==> src/rtl/wb_arbiter.sv <==
// wb_arbiter: write-back arbiter for the register file write port.
// ALU results win with fixed priority. Load responses go through a small FIFO,
// or bypass it straight to the write port when nothing else is waiting.
// ld_pending_mask tells the hazard unit which registers still have a
// buffered load in flight.
// Optional build macro: WB_STATS_EN adds the ld_stall_cnt output.
//
// Load handshake (valid/ready):
//   - A response transfers on a cycle where ld_valid && ld_ready.
//   - ld_ready = !full. It ignores ld_valid and ignores a pop in the same
//     cycle, so a full FIFO never passes a response through.
//   - The producer holds ld_rd/ld_data stable while ld_valid && !ld_ready.
module wb_arbiter #(
    parameter int LD_FIFO_DEPTH = 4,
    parameter int XLEN          = 32
) (
    input  logic            clk,
    input  logic            reset_n,
    input  logic            alu_valid,
    input  logic [4:0]      alu_rd,
    input  logic [XLEN-1:0] alu_data,
    input  logic            ld_valid,
    output logic            ld_ready,
    input  logic [4:0]      ld_rd,
    input  logic [XLEN-1:0] ld_data,
    output logic            reg_write,
    output logic [4:0]      rd,
    output logic [XLEN-1:0] rd_wdata,
`ifdef WB_STATS_EN
    output logic [31:0]     ld_stall_cnt,
`endif
    output logic [31:0]     ld_pending_mask
);

    localparam int PTR_W = (LD_FIFO_DEPTH > 1) ? $clog2(LD_FIFO_DEPTH) : 1;

    // FIFO storage and bookkeeping. One valid bit per slot makes the pending
    // mask a plain OR over occupied slots.
    logic [4:0]               fifo_rd_q   [LD_FIFO_DEPTH];
    logic [XLEN-1:0]          fifo_data_q [LD_FIFO_DEPTH];
    logic [LD_FIFO_DEPTH-1:0] valid_q, valid_d;
    logic [PTR_W-1:0]         wr_ptr_q, wr_ptr_d;
    logic [PTR_W-1:0]         rd_ptr_q, rd_ptr_d;

    // Registered write-port outputs.
    logic                     reg_write_q, reg_write_d;
    logic [4:0]               rd_q, rd_d;
    logic [XLEN-1:0]          rd_wdata_q, rd_wdata_d;

    // Arbitration decode.
    logic fifo_empty;
    logic fifo_full;
    logic alu_req;
    logic ld_fire;
    logic ld_live;
    logic do_pop;
    logic do_bypass;
    logic do_push;

    assign fifo_empty = ~|valid_q;
    assign fifo_full  = &valid_q;

    // Ready is held low during reset and depends only on FIFO occupancy.
    assign ld_ready   = reset_n & ~fifo_full;

    // A write to x0 is no request at all. A load to x0 still handshakes but
    // is dropped here.
    assign alu_req    = alu_valid & (alu_rd != 5'd0);
    assign ld_fire    = ld_valid & ld_ready;
    assign ld_live    = ld_fire & (ld_rd != 5'd0);

    // Priority: ALU, then FIFO head, then the incoming load as a bypass.
    assign do_pop     = ~alu_req & ~fifo_empty;
    assign do_bypass  = ~alu_req & fifo_empty & ld_live;
    assign do_push    = ld_live & ~do_bypass;

    // Next-state for FIFO pointers and occupancy. A push and a pop can land
    // on the same cycle, but never on the same slot: push needs !full.
    always_comb begin
        valid_d  = valid_q;
        wr_ptr_d = wr_ptr_q;
        rd_ptr_d = rd_ptr_q;
        if (do_pop) begin
            valid_d[rd_ptr_q] = 1'b0;
            rd_ptr_d          = rd_ptr_q + PTR_W'(1);
        end
        if (do_push) begin
            valid_d[wr_ptr_q] = 1'b1;
            wr_ptr_d          = wr_ptr_q + PTR_W'(1);
        end
    end

    // Write-port selection. When nothing writes, rd/rd_wdata hold their value.
    always_comb begin
        reg_write_d = 1'b0;
        rd_d        = rd_q;
        rd_wdata_d  = rd_wdata_q;
        if (alu_req) begin
            reg_write_d = 1'b1;
            rd_d        = alu_rd;
            rd_wdata_d  = alu_data;
        end else if (do_pop) begin
            reg_write_d = 1'b1;
            rd_d        = fifo_rd_q[rd_ptr_q];
            rd_wdata_d  = fifo_data_q[rd_ptr_q];
        end else if (do_bypass) begin
            reg_write_d = 1'b1;
            rd_d        = ld_rd;
            rd_wdata_d  = ld_data;
        end
    end

    // Control state: occupancy, pointers and the registered write port.
    always_ff @(posedge clk or negedge reset_n) begin
        if (!reset_n) begin
            valid_q     <= '0;
            wr_ptr_q    <= '0;
            rd_ptr_q    <= '0;
            reg_write_q <= 1'b0;
            rd_q        <= 5'd0;
            rd_wdata_q  <= '0;
        end else begin
            valid_q     <= valid_d;
            wr_ptr_q    <= wr_ptr_d;
            rd_ptr_q    <= rd_ptr_d;
            reg_write_q <= reg_write_d;
            rd_q        <= rd_d;
            rd_wdata_q  <= rd_wdata_d;
        end
    end

    // FIFO payload storage. Slots only mean something while their valid
    // bit is set, so this storage needs no reset.
    always_ff @(posedge clk) begin
        if (do_push) begin
            fifo_rd_q[wr_ptr_q]   <= ld_rd;
            fifo_data_q[wr_ptr_q] <= ld_data;
        end
    end

    // Pending-destination mask: one-hot of rd for every occupied slot.
    always_comb begin
        ld_pending_mask = '0;
        for (int i = 0; i < LD_FIFO_DEPTH; i++) begin
            if (valid_q[i]) begin
                ld_pending_mask[fifo_rd_q[i]] = 1'b1;
            end
        end
    end

    assign reg_write = reg_write_q;
    assign rd        = rd_q;
    assign rd_wdata  = rd_wdata_q;

`ifdef WB_STATS_EN
    logic [31:0] stall_cnt_q, stall_cnt_d;

    // Count cycles where a buffered load waits behind an ALU write.
    // The counter wraps.
    always_comb begin
        stall_cnt_d = stall_cnt_q;
        if (alu_req && !fifo_empty) begin
            stall_cnt_d = stall_cnt_q + 32'd1;
        end
    end

    // Stall counter register.
    always_ff @(posedge clk or negedge reset_n) begin
        if (!reset_n) begin
            stall_cnt_q <= 32'd0;
        end else begin
            stall_cnt_q <= stall_cnt_d;
        end
    end

    assign ld_stall_cnt = stall_cnt_q;
`endif

endmodule
==> config.mk <==
export PLATFORM = sky130hd
export DESIGN_NAME = wb_arbiter
export DESIGN_NICKNAME = d
export VERILOG_FILES = /design/src/rtl/wb_arbiter.sv
export SDC_FILE = /design/constraint.sdc
export NUM_CORES = 1
export LEC_CHECK = 0
export CAP_MARGIN = 0
export CORE_ASPECT_RATIO = 1.5
export CORE_UTILIZATION = 32
export CTS_CLUSTER_SIZE = 25
export DETAILED_ROUTE_END_ITERATION = 12
export GPL_TIMING_DRIVEN = 1
export PLACE_DENSITY = 0.62
export RECOVER_POWER = 100
export SLEW_MARGIN = 25
export SYNTH_ARGS = -nofsm -noshare
export SYNTH_HDL_FRONTEND = slang
export SYNTH_SLANG_ARGS = --single-unit
==> constraint.sdc <==
create_clock -name clk -period 2.8 [get_ports clk]
set_input_delay 0.56 -clock clk [delete_from_list [all_inputs] [get_ports clk]]
set_output_delay 0.56 -clock clk [all_outputs]
set_load 0.01 [all_outputs]
==> impl_results.html <==
<table>
<tr><th>Metric</th><th>Value</th></tr>
<tr><th colspan="2">Outcome</th></tr>
<tr><td>Result of the run</td><td>complete, no violations</td></tr>
<tr><th colspan="2">Worst setup path</th></tr>
<tr><td>Worst stage delay on the critical path</td><td>0.54 ns</td></tr>
<tr><td>Critical Path AT</td><td>2.18 ns</td></tr>
<tr><td>Worst endpoint required time</td><td>2.24 ns</td></tr>
<tr><td>Kind of end point of the critical path</td><td>output port</td></tr>
<tr><td>Slowest cell on the critical path</td><td>sky130_fd_sc_hd__edfxtp_1</td></tr>
<tr><td>Max Fanout on Critical Path</td><td>5</td></tr>
<tr><td>End of the worst register-to-register path</td><td>rd_wdata[6]$_DFFE_PN0P_</td></tr>
<tr><td>Slack of the worst reg-to-reg path</td><td>0.27 ns</td></tr>
<tr><td>Startpoint of the worst register-to-register path</td><td>valid_q[0]$_DFF_PN0_</td></tr>
<tr><td>Buf/Inv on CP</td><td>2</td></tr>
<tr><td>Critical path class</td><td>reg2out</td></tr>
<tr><td>Chain of cells forming the critical path</td><td>buf_6, and3_1, a221o_1, clkdlybuf4s50_1</td></tr>
<tr><td>R2R depth</td><td>6</td></tr>
<tr><td>Critical Path Start Type</td><td>flip-flop</td></tr>
<tr><td>Category of cells accounting for the largest share of critical-path delay</td><td>buffers and inverters</td></tr>
<tr><th colspan="2">Logic synthesis</th></tr>
<tr><td>Post-synthesis cell count</td><td>578</td></tr>
<tr><td>Fraction of synthesized cell area taken by the top area cell type</td><td>0.4732</td></tr>
<tr><td>Cells taking the most area after synthesis</td><td>sky130_fd_sc_hd__edfxtp_1 47%, sky130_fd_sc_hd__dfrtp_1 12%, sky130_fd_sc_hd__mux4_2 8.9%</td></tr>
<tr><td>Register bit count reported by yosys</td><td>194</td></tr>
<tr><td>Synthesized netlist net count</td><td>664</td></tr>
<tr><td>Count of flip-flops with a built-in enable after synthesis</td><td>148</td></tr>
<tr><td>Post-synth top cells</td><td>148 x sky130_fd_sc_hd__edfxtp_1, 73 x sky130_fd_sc_hd__mux2_2, 46 x sky130_fd_sc_hd__dfrtp_1</td></tr>
<tr><td>Most repeated cell in the gate-level netlist after synthesis</td><td>sky130_fd_sc_hd__edfxtp_1</td></tr>
<tr><td>Yosys top cell by area</td><td>sky130_fd_sc_hd__edfxtp_1</td></tr>
<tr><td>Cell area after synthesis</td><td>0.009393 sq mm</td></tr>
<tr><td>Ys async rst share</td><td>0.2371</td></tr>
<tr><td>Most used flip-flop cell after synthesis</td><td>sky130_fd_sc_hd__edfxtp_1</td></tr>
<tr><td>Synthesized area per cell</td><td>16.25 sq um</td></tr>
<tr><td>Sequential area share after synthesis</td><td>0.5957</td></tr>
<tr><td>Number of warnings issued by yosys</td><td>0</td></tr>
<tr><td>Count of distinct cell types in the synthesized netlist</td><td>41</td></tr>
<tr><th colspan="2">Clocking</th></tr>
<tr><td>CTS clk-pin slew, worst paths</td><td>0.08 ns</td></tr>
<tr><td>Worst-Skew Late Latency</td><td>0.44 ns</td></tr>
<tr><td>Number of H-tree branching levels</td><td>4</td></tr>
<tr><td>TritonCTS clock tree</td><td>done</td></tr>
<tr><td>Sink count of the clock tree</td><td>194</td></tr>
<tr><td>Maximum count of clock buffers along a single path</td><td>2</td></tr>
<tr><td>Cell at the root of the clock tree</td><td>sky130_fd_sc_hd__clkbuf_16</td></tr>
<tr><td>Clock buffers created by TritonCTS</td><td>17</td></tr>
<tr><td>CTS Hold Bufs</td><td>0</td></tr>
<tr><th colspan="2">Timing</th></tr>
<tr><td>Minimum clock period</td><td>2.741 ns</td></tr>
<tr><td>Worst clock skew</td><td>0.01050 ns</td></tr>
<tr><td>Final sum of negative setup slack</td><td>0 ns</td></tr>
<tr><td>Worst path setup slack after routing</td><td>0.05890 ns</td></tr>
<tr><td>Final worst-path cycle share</td><td>0.9790</td></tr>
<tr><td>Max-slew violation count</td><td>0</td></tr>
<tr><td>Max frequency</td><td>364.8 MHz</td></tr>
<tr><td>Setup-failing EPs final</td><td>0</td></tr>
<tr><td>Remaining max-slew budget at the tightest pin</td><td>0.2045</td></tr>
<tr><td>Number of hold violations in the final report</td><td>0</td></tr>
<tr><td>Least-Margin Pin Slew</td><td>1.193 ns</td></tr>
<tr><th colspan="2">Flow run</th></tr>
<tr><td>Max-cap check violation count</td><td>0</td></tr>
<tr><th colspan="2">Die</th></tr>
<tr><td>Die extent in y</td><td>211.8 microns</td></tr>
<tr><td>Core Area</td><td>0.02881 sq mm</td></tr>
<tr><td>Area of the die</td><td>0.03006 sq mm</td></tr>
<tr><td>Die boundary width</td><td>141.9 microns</td></tr>
<tr><td>Starting density of the core</td><td>0.3260</td></tr>
<tr><td>I/O pin count</td><td>149</td></tr>
<tr><td>Number of core rows</td><td>76</td></tr>
<tr><th colspan="2">Global route</th></tr>
<tr><td>Via count of the first global-routing pass</td><td>6410</td></tr>
<tr><td>Maximum number of pins on one net before global-route repair</td><td>32</td></tr>
<tr><td>Wire length of the first global-routing pass</td><td>38020 microns</td></tr>
<tr><td>Gr ovfl total</td><td>0</td></tr>
<tr><td>Antenna violations before repair</td><td>1</td></tr>
<tr><td>Global-route usage over all layers</td><td>0.1730</td></tr>
<tr><th colspan="2">Power</th></tr>
<tr><td>Maximum ir drop on the vdd rail</td><td>0.6258 mV</td></tr>
<tr><td>PnR Total Power</td><td>10.82 mW</td></tr>
<tr><td>Power density over the cells</td><td>848.0 mW/mm^2</td></tr>
<tr><td>Cell leakage power</td><td>4.923 nW</td></tr>
<tr><th colspan="2">Placed design</th></tr>
<tr><td># port buffers</td><td>148</td></tr>
<tr><td>DP Wirelength</td><td>17840 microns</td></tr>
<tr><td>Gp weighted congestion</td><td>0.9310</td></tr>
<tr><td>Post-placement setup slack</td><td>-0.06677 ns</td></tr>
<tr><th colspan="2">Layout</th></tr>
<tr><td>Area growth, synth to finish</td><td>35.79%</td></tr>
<tr><td>Share of post-route cells with drive strength above 1</td><td>0.3661</td></tr>
<tr><td># nets final</td><td>898</td></tr>
<tr><th colspan="2">Routing</th></tr>
<tr><td>Average vias per placed instance</td><td>5.134</td></tr>
<tr><td>Detailed-route via count</td><td>6243</td></tr>
<tr><td>DRC violation count after routing</td><td>0</td></tr>
<tr><td>Routed Wire Length</td><td>25610 microns</td></tr>
<tr><td>Antenna Violating Nets Remaining</td><td>0</td></tr>
<tr><td>Routed length per instance</td><td>21.06 microns</td></tr>
<tr><td>First-pass DRT Iterations</td><td>4</td></tr>
<tr><td>1st-iter DRT viols</td><td>274</td></tr>
<tr><th colspan="2">Hold path</th></tr>
<tr><td>Hold Path Class</td><td>in2async</td></tr>
</table>
==> cell type report <==
type | count | area [sq um]
inverters | 4 | 15.01
multi-input cells | 344 | 3627
clock buffers | 17 | 425.4
diodes | 1 | 2.502
repair buffers | 251 | 2422
well taps | 390 | 488.0
fillers | 2584 | 16060
clock inverters | 15 | 171.4
flip-flops and latches | 194 | 5603
==> through the flow <==
step | utilization | instance area (sq um) | hold WS, ns | cells
after global placement | 0.4095 | 11800 | 0.4797 | 1138
after CTS | 0.4389 | 12640 | 0.006186 | 1197
final | 0.4427 | 12750 | 0.1869 | 1216
after floorplan | - | 9393 | 0.2644 | 578
after global routing | 0.4426 | 12750 | 0.2480 | 1215
after detailed placement | 0.4095 | 11800 | 0.4825 | 1138
==> power by group <==
part / switching (mW) / total [mW] / internal (mW)
registers: 0.326 / 4.00 / 3.68
clock network: 1.12 / 2.47 / 1.35
logic: 1.84 / 4.34 / 2.50
==> layer usage <==
| layer | track usage | routed length [microns] | up-vias |
|---|---|---|---|
| met5 | 0 | 0 | - |
| met4 | 0.07267 | 771 | 0 |
| met3 | 0.02194 | 1024 | 48 |
| met2 | 0.3193 | 13820 | 192 |
| met1 | 0.1993 | 9992 | 3187 |
| li1 | - | - | 2816 |
==> sequential cells by signal (all words and copies together) (netlist names) <==
register,count
rd,5
rd_ptr_q,2
reg_write,1
fifo_data_q,128
wr_ptr_q,2
valid_q,4
fifo_rd_q,20
rd_wdata,32
==> how the worst max path moves through the flow <==
stage	endpoint	cells past startpoint	startpoint	slack [ns]
after floorplan	fifo_data_q[0][0]$_DFFE_PP_	4	alu_rd[0]	0.21
after global placement	rd_wdata[2]$_DFFE_PN0P_	7	alu_rd[4]	-0.06
after detailed placement	rd_wdata[1]$_DFFE_PN0P_	7	alu_rd[4]	-0.07
after CTS	ld_pending_mask[0]	4	fifo_rd_q[3][2]$_DFFE_PP_	0.001
after global routing	ld_pending_mask[31]	5	fifo_rd_q[0][1]$_DFFE_PP_	-0.009
final	ld_pending_mask[31]	4	fifo_rd_q[1][4]$_DFFE_PP_	0.06
==> placed cells by master (no fill, tap or decap), types with 16 or more instances in the layout <==
cell type	n
sky130_fd_sc_hd__edfxtp_1	148
sky130_fd_sc_hd__buf_4	77
sky130_fd_sc_hd__dlygate4sd3_1	76
sky130_fd_sc_hd__mux2_2	73
sky130_fd_sc_hd__clkdlybuf4s50_1	41
sky130_fd_sc_hd__dfrtp_1	40
sky130_fd_sc_hd__mux4_2	37
sky130_fd_sc_hd__mux2_4	30
sky130_fd_sc_hd__nand2_1	20
sky130_fd_sc_hd__clkbuf_16	17
sky130_fd_sc_hd__o22ai_1	16
sky130_fd_sc_hd__a221o_1	16
sky130_fd_sc_hd__dlygate4sd2_1	16
==> cells by family (layout without fill, tap and decap cells) <==
| group | after synthesis | after routing | share of synthesized area |
|---|---|---|---|
| AO/OA/AOI/OAI | 73 | 73 | 0.06141 |
| XOR/XNOR | 2 | 2 | 0.001865 |
| adder cells (fa/ha/maj) | 8 | 8 | 0.01066 |
| buffers and inverters | 40 | 287 | 0.02265 |
| flip-flops | 194 | 194 | 0.5957 |
| multiplexers | 146 | 146 | 0.2338 |
| other | 0 | 1 | 0 |
| AND/OR/NAND/NOR | 115 | 115 | 0.07393 |
==> repair_timing <==
item                       CTS  global route
setup endpoints to repair   30            18
pin swaps                    1             1
buffers inserted            27            18
gates resized for setup     38            16
No activity file was read; power rests on OpenSTA's default activity.
==> RTL edit 1 (config.mk and constraints unchanged) <==
The parameter `XLEN` goes from 32 to 40.
--- a/src/rtl/wb_arbiter.sv
+++ b/src/rtl/wb_arbiter.sv
@@ -12,7 +12,7 @@
 //   - The producer holds ld_rd/ld_data stable while ld_valid && !ld_ready.
 module wb_arbiter #(
     parameter int LD_FIFO_DEPTH = 4,
-    parameter int XLEN          = 32
+    parameter int XLEN          = 40
 ) (
     input  logic            clk,
     input  logic            reset_n,
Ports: changed (resized alu_data, ld_data and rd_wdata); port bits go from 149 to 173. No check against the original RTL was run, so the function may have changed too.
==> RTL edit 1 against the original RTL <==
  * Die area increased by 18%
  * Sequential cell count increased by 40
  * Wire length increased by 18%
  * Worst setup slack improved by 23 ps
  * Non-clock buffer count increased by 20
  * The flow now finishes with violations (capacitance limit, slew limit)
  * Total power increased by 19%
  * Final area increased by 15%
  * Synthesized area increased by 19%
==> RTL edit 1: results (changes against the original RTL) <==
Run status
  • Status: complete, but fails checks
  • Failing checks: capacitance limit, slew limit

Pwr
  • VDD IR-drop max: 0.000765 V (+22%)
  • Switching power: 3.82 mW (+16%)
  • Static Leak: 5.40 nW (+9.7%)

Logic synthesis
  • Cell variety after synth: 42 (+2.4%)
  • Number of flops mapped to enable cells by yosys: 180 (+22%)
  • Top cells by count, synth: 180 x edfxtp_1, 67 x mux2_4, 57 x mux2_2
  • Post-synthesis mux area share: 24.8% (+1.4 points)
  • Syn nets: 753 (+13%)
  • Ys async rst share: 23.1% (-0.63 points)
  • Area contributors post-synth: edfxtp_1 49%, dfrtp_1 12%, mux4_2 9.1%
  • Post-Synth Adder-Cell Area: 0.898% (-0.17 points)
  • Post-synthesis xor/xnor area fraction: 0.157% (-0.029 points)
  • Post-synthesis sequential area ratio: 60.6% (+1.1 points)

Layout
  • FF+latch area: 6760 um2 (+21%)
  • Max reg flops: 160 (+25%)
  • # fillers: 3,152 (+22%)
  • Layout cell share with drive strength beyond 1: 32.6% (-4.0 points)
  • Fin nets: 1,006 (+12%)

Global routing
  • Tot GR Track Use: 17.3% (+0.034 points)
  • GR Util met2: 30.8% (-1.1 points)
  • Initial antenna violation count: 3 (+2)
  • Vias in the first global route: 7,615 (+19%)
  • First-pass GRT wire length: 46,500 um (+22%)
  • M1 GR Usage: 20.3% (+0.39 points)
  • Pin count of the biggest net entering global routing: 55 (+72%)

Min path
  • Worst Hold Class: reg -> reg

Detailed routing
  • Metal2 WL: 15,600 um (+13%)
  • Total vias in the final route: 7,127 (+14%)
  • Max layer used: met5
  • Routed metal-1 wire length: 11,600 um (+16%)
  • DRT iter0 DRCs: 376 (+37%)
  • Final wirelength: 30,200 um (+18%)
  • Met3 WL: 1410 um (+37%)

STA
  • Fin. max-slew vios: 55 (+55)
  • Slew @ Worst Pin: 1600 ps (+403 ps)
  • Clock Skew: 9.43 ps (-1.07 ps)

Clock tree
  • Post-CTS Resized: 61 (+61%)
  • Total CTS buffers: 22 (+5)
  • Largest buffer count on any clock path: 3 (+1)
  • Postcts setup bufs: 36 (+33%)
  • H-tree lvl count: 1 (-3)
  • Reg clk slew, reported paths: 60 ps (-20 ps)
  • Worst skew pair latency: 510 ps (+70 ps)

Placed design
  • DPL Wire Length: 20,800 um (+17%)
  • DP Area: 13,800 um2 (+17%)
  • GP Congestion: 0.985 (+5.8%)
  • IO Port Bufs: 172 (+16%)

Setup path
  • Worst EP arrival: 2160 ps (-20 ps)
  • Crit path max fanout: 8 (+3)

Run
  • Max cap viols: 1 (+1)
==> RTL edit 1: layout make-up <==
class	count	share of cell area [%]
Antenna cell	1	0.0171
Clock buffer	26	4.15
Clock inverter	14	1.07
Inverter	4	0.103
Multi-Input combinational cell	371	28.1
Sequential cell	234	46.2
Tap cell	425	3.64
Timing Repair Buffer	271	16.7
==> RTL edit 1: critical path, stage by stage (launching register included) <==
cell and delay [ps]:
edfxtp_1 520, clkbuf_4 190, or3b_1 400, o221ai_1 230, dlygate4sd2_1 310
==> RTL edit 1: power groups by stage <==
stage | combinational, mW | clock, mW | sequential (mW)
after global placement | 5.31 | 0 | 4.98
after detailed placement | 5.35 | 0 | 4.98
after global routing | 5.33 | 3.35 | 4.94
final | 4.93 | 3.12 | 4.84
after CTS | 5.48 | 3.22 | 4.89
after floorplan | 3.37 | 0 | 4.90
==> RTL edit 1: worst paths after layout <==
kind / from / endpoint / slack, ps / cells after the start
setup / recovery: fifo_rd_q[0][1]$_DFFE_PP_ / ld_pending_mask[16] / 80 / 4
hold / removal: rd_wdata[2]$_DFFE_PN0P_ / rd_wdata[2]$_DFFE_PN0P_ / 490 / 1
setup reg to reg: valid_q[2]$_DFF_PN0_ / rd_wdata[30]$_DFFE_PN0P_ / 220 / 6
hold reg to reg: rd_wdata[2]$_DFFE_PN0P_ / rd_wdata[2]$_DFFE_PN0P_ / 490 / 1
max in group asynchronous: reset_n / rd_ptr_q[0]$_DFFE_PN0N_ / 960 / 2
min in group asynchronous: reset_n / rd_wdata[28]$_DFFE_PN0P_ / 680 / 2
==> RTL edit 1: through the flow <==
stage               instances  setup slack, ps
global placement         1265             -108
CTS                      1341            -32.3
finish                   1346             81.5
floorplan                 651              320
detailed placement       1265            -98.9
global route             1346             6.97
==> RTL edit 2 (same settings) <==
Without the edit above. Take the reset off `rd_wdata_q` and load it in a clocked block of its own.
--- a/src/rtl/wb_arbiter.sv
+++ b/src/rtl/wb_arbiter.sv
@@ -118,15 +118,17 @@
             rd_ptr_q    <= '0;
             reg_write_q <= 1'b0;
             rd_q        <= 5'd0;
-            rd_wdata_q  <= '0;
         end else begin
             valid_q     <= valid_d;
             wr_ptr_q    <= wr_ptr_d;
             rd_ptr_q    <= rd_ptr_d;
             reg_write_q <= reg_write_d;
             rd_q        <= rd_d;
-            rd_wdata_q  <= rd_wdata_d;
         end
+    end
+
+    always_ff @(posedge clk) begin
+        rd_wdata_q <= rd_wdata_d;
     end
 
     // FIFO payload storage. Slots only mean something while their valid
Check against the original RTL: not equivalent (a bounded check fails within 4 cycles, from zero or initial values and one cycle with reset_n low).
==> RTL edit 2 against the original RTL <==
  * Non-clock buffer count decreased by 31
  * Via count increased by 1.8%
  * Sequential cell count is the same
  * Highest routed layer is now met5
  * Synthesized area decreased by 5.7%
  * Worst setup slack better by 17 ps
  * Total power decreased by 8.9%
  * Final area fell by 8.0%
  * Count of clock-buffer cells in the layout grew 1
  * Wire length is 3.1% lower
==> RTL edit 2: results (changes against the original RTL) <==
Placed design
  • DPL Wire Length: 17,000 um (-4.6%)
  • IO Port Bufs: 148 (unchanged)
  • Setup WS pre-CTS: 48.6 ps (+115 ps)
  • GP Congestion: 0.930 (-0.13%)

Detailed routing
  • DRT iter0 DRCs: 570 (+110%)
  • WL per Instance: 21.1 um (+0.25%)
  • Via-to-Cell Ratio: 5.41 (+5.3%)
  • Detailed-router iteration count before antenna repair: 5 (+1)

Logic synthesis
  • Number of flops mapped to enable cells by yosys: 180 (+22%)
  • Syn nets: 708 (+6.6%)
  • Post-synthesis sequential area ratio: 65.0% (+5.4 points)
  • Top cells by count, synth: 180 x edfxtp_1, 90 x nand2_1, 55 x nor2_1
  • Cell variety after synth: 45 (+9.8%)
  • Synth Warn #: 0 (unchanged)
  • Area contributors post-synth: edfxtp_1 61%, mux4_2 9.4%, dfrtp_1 4.0%
  • Ys async rst share: 7.22% (-16 points)

Layout
  • # fillers: 2,524 (-2.3%)
  • # diodes: 0 (-1)
  • Max reg flops: 128 (unchanged)
  • Fin nets: 906 (+0.89%)
  • Layout cell share with drive strength beyond 1: 19.3% (-17 points)

Global routing
  • M3 GR Usage: 3.28% (+1.1 points)
  • Tot GR Track Use: 18.0% (+0.75 points)
  • Pin count of the biggest net entering global routing: 43 (+34%)
  • Vias in the first global route: 6,419 (+0.14%)
  • Initial antenna violation count: 2 (+1)
  • M1 GR Usage: 21.3% (+1.4 points)
  • First-pass GRT wire length: 37,500 um (-1.3%)
  • GR Util met2: 30.9% (-1.1 points)

STA
  • Clock Skew: 13.6 ps (+3.10 ps)
  • Slew HR: 43.4% (+23 points)

Pwr
  • Sw frac: 33.0% (+2.6 points)
  • Static Leak: 4.11 nW (-16%)
  • VDD IR-drop max: 0.000603 V (-3.6%)

Min path
  • Worst Hold Class: reg -> reg

Run status
  • Status: completed

Setup path
  • Crit path max fanout: 6 (+1)
  • Worst EP arrival: 2160 ps (-20 ps)

Run
  • Max cap viols: 0 (unchanged)
[RTL edit 2: worst paths after layout]
path,startpoint,endpoint,slack (ps),cells past startpoint
worst max-delay path,fifo_rd_q[3][1]$_DFFE_PP_,ld_pending_mask[31],80,6
worst min-delay path,rd[3]$_DFFE_PN0P_,rd[3]$_DFFE_PN0P_,540,1
worst max register to register,valid_q[1]$_DFF_PN0_,rd_wdata[2]$_DFFE_PP_,200,5
worst min register to register,rd[3]$_DFFE_PN0P_,rd[3]$_DFFE_PN0P_,540,1
max in group asynchronous,reset_n,rd_ptr_q[0]$_DFFE_PN0N_,1400,2
min in group asynchronous,reset_n,rd[0]$_DFFE_PN0P_,780,2
[RTL edit 2: layout make-up]
class                      count  area share, %
clock buffer                  18           3.74
clock inverter                14           1.29
inverter                       4          0.128
multi-input combinational    383           25.2
sequential                   194           49.1
tap                          342           3.65
timing repair buffer         220           16.9
[RTL edit 2: metrics by stage]
step                area, um2  cells  total power, mW  setup TNS (ps)
global route            11700   1175             10.3           -11.1
global placement        11000   1111             7.65               0
detailed placement      11000   1111             7.68               0
finish                  11700   1175             9.85               0
CTS                     11800   1164             10.1           -77.0
floorplan                8860    622             6.07               0
[RTL edit 2: power groups by stage]
stage,combinational (mW),sequential [mW],clock [mW]
floorplan,1.89,4.18,0
global placement,3.32,4.33,0
detailed placement,3.35,4.32,0
CTS,3.44,4.25,2.42
global route,3.52,4.28,2.53
finish,3.25,4.21,2.39
[RTL edit 2: critical path, stage by stage, from the launching register on]
cell and delay, ps:
edfxtp_1 460, buf_4 190, nand3_1 220, nor2_1 90
a21oi_1 120, o221ai_1 150, clkdlybuf4s50_1 510
[RTL edit 2: metal layers]
| layer | wire length [um] | share of wire (%) | up-vias |
|---|---|---|---|
| met3 | 1440 | 5.8 | 72 |
| met2 | 12600 | 51 | 278 |
| met4 | 1000 | 4.0 | 4 |
| met5 | 24 | 0.097 | - |
| met1 | 9740 | 39 | 3130 |
| li1 | - | - | 2870 |
[RTL edit 2: kinds of logic (layout without fill, tap and decap cells)]
family | count (synthesis) | in the layout | share of synthesized area, %
AOI/OAI and AO/OA | 118 | 118 | 9.77
adders and majority gates | 8 | 8 | 1.13
muxes | 39 | 39 | 9.66
xor gates and xnor gates | 2 | 2 | 0.198
buffers and inverters | 45 | 256 | 2.32
DFF | 194 | 194 | 65.0
and+or+nand+nor | 216 | 216 | 12.0
[RTL edit 2: timing repair]
action	CTS	global route
pin swaps	1	5
endpoints found under the setup margin	28	19
gates resized for setup	29	23
setup buffers	21	11
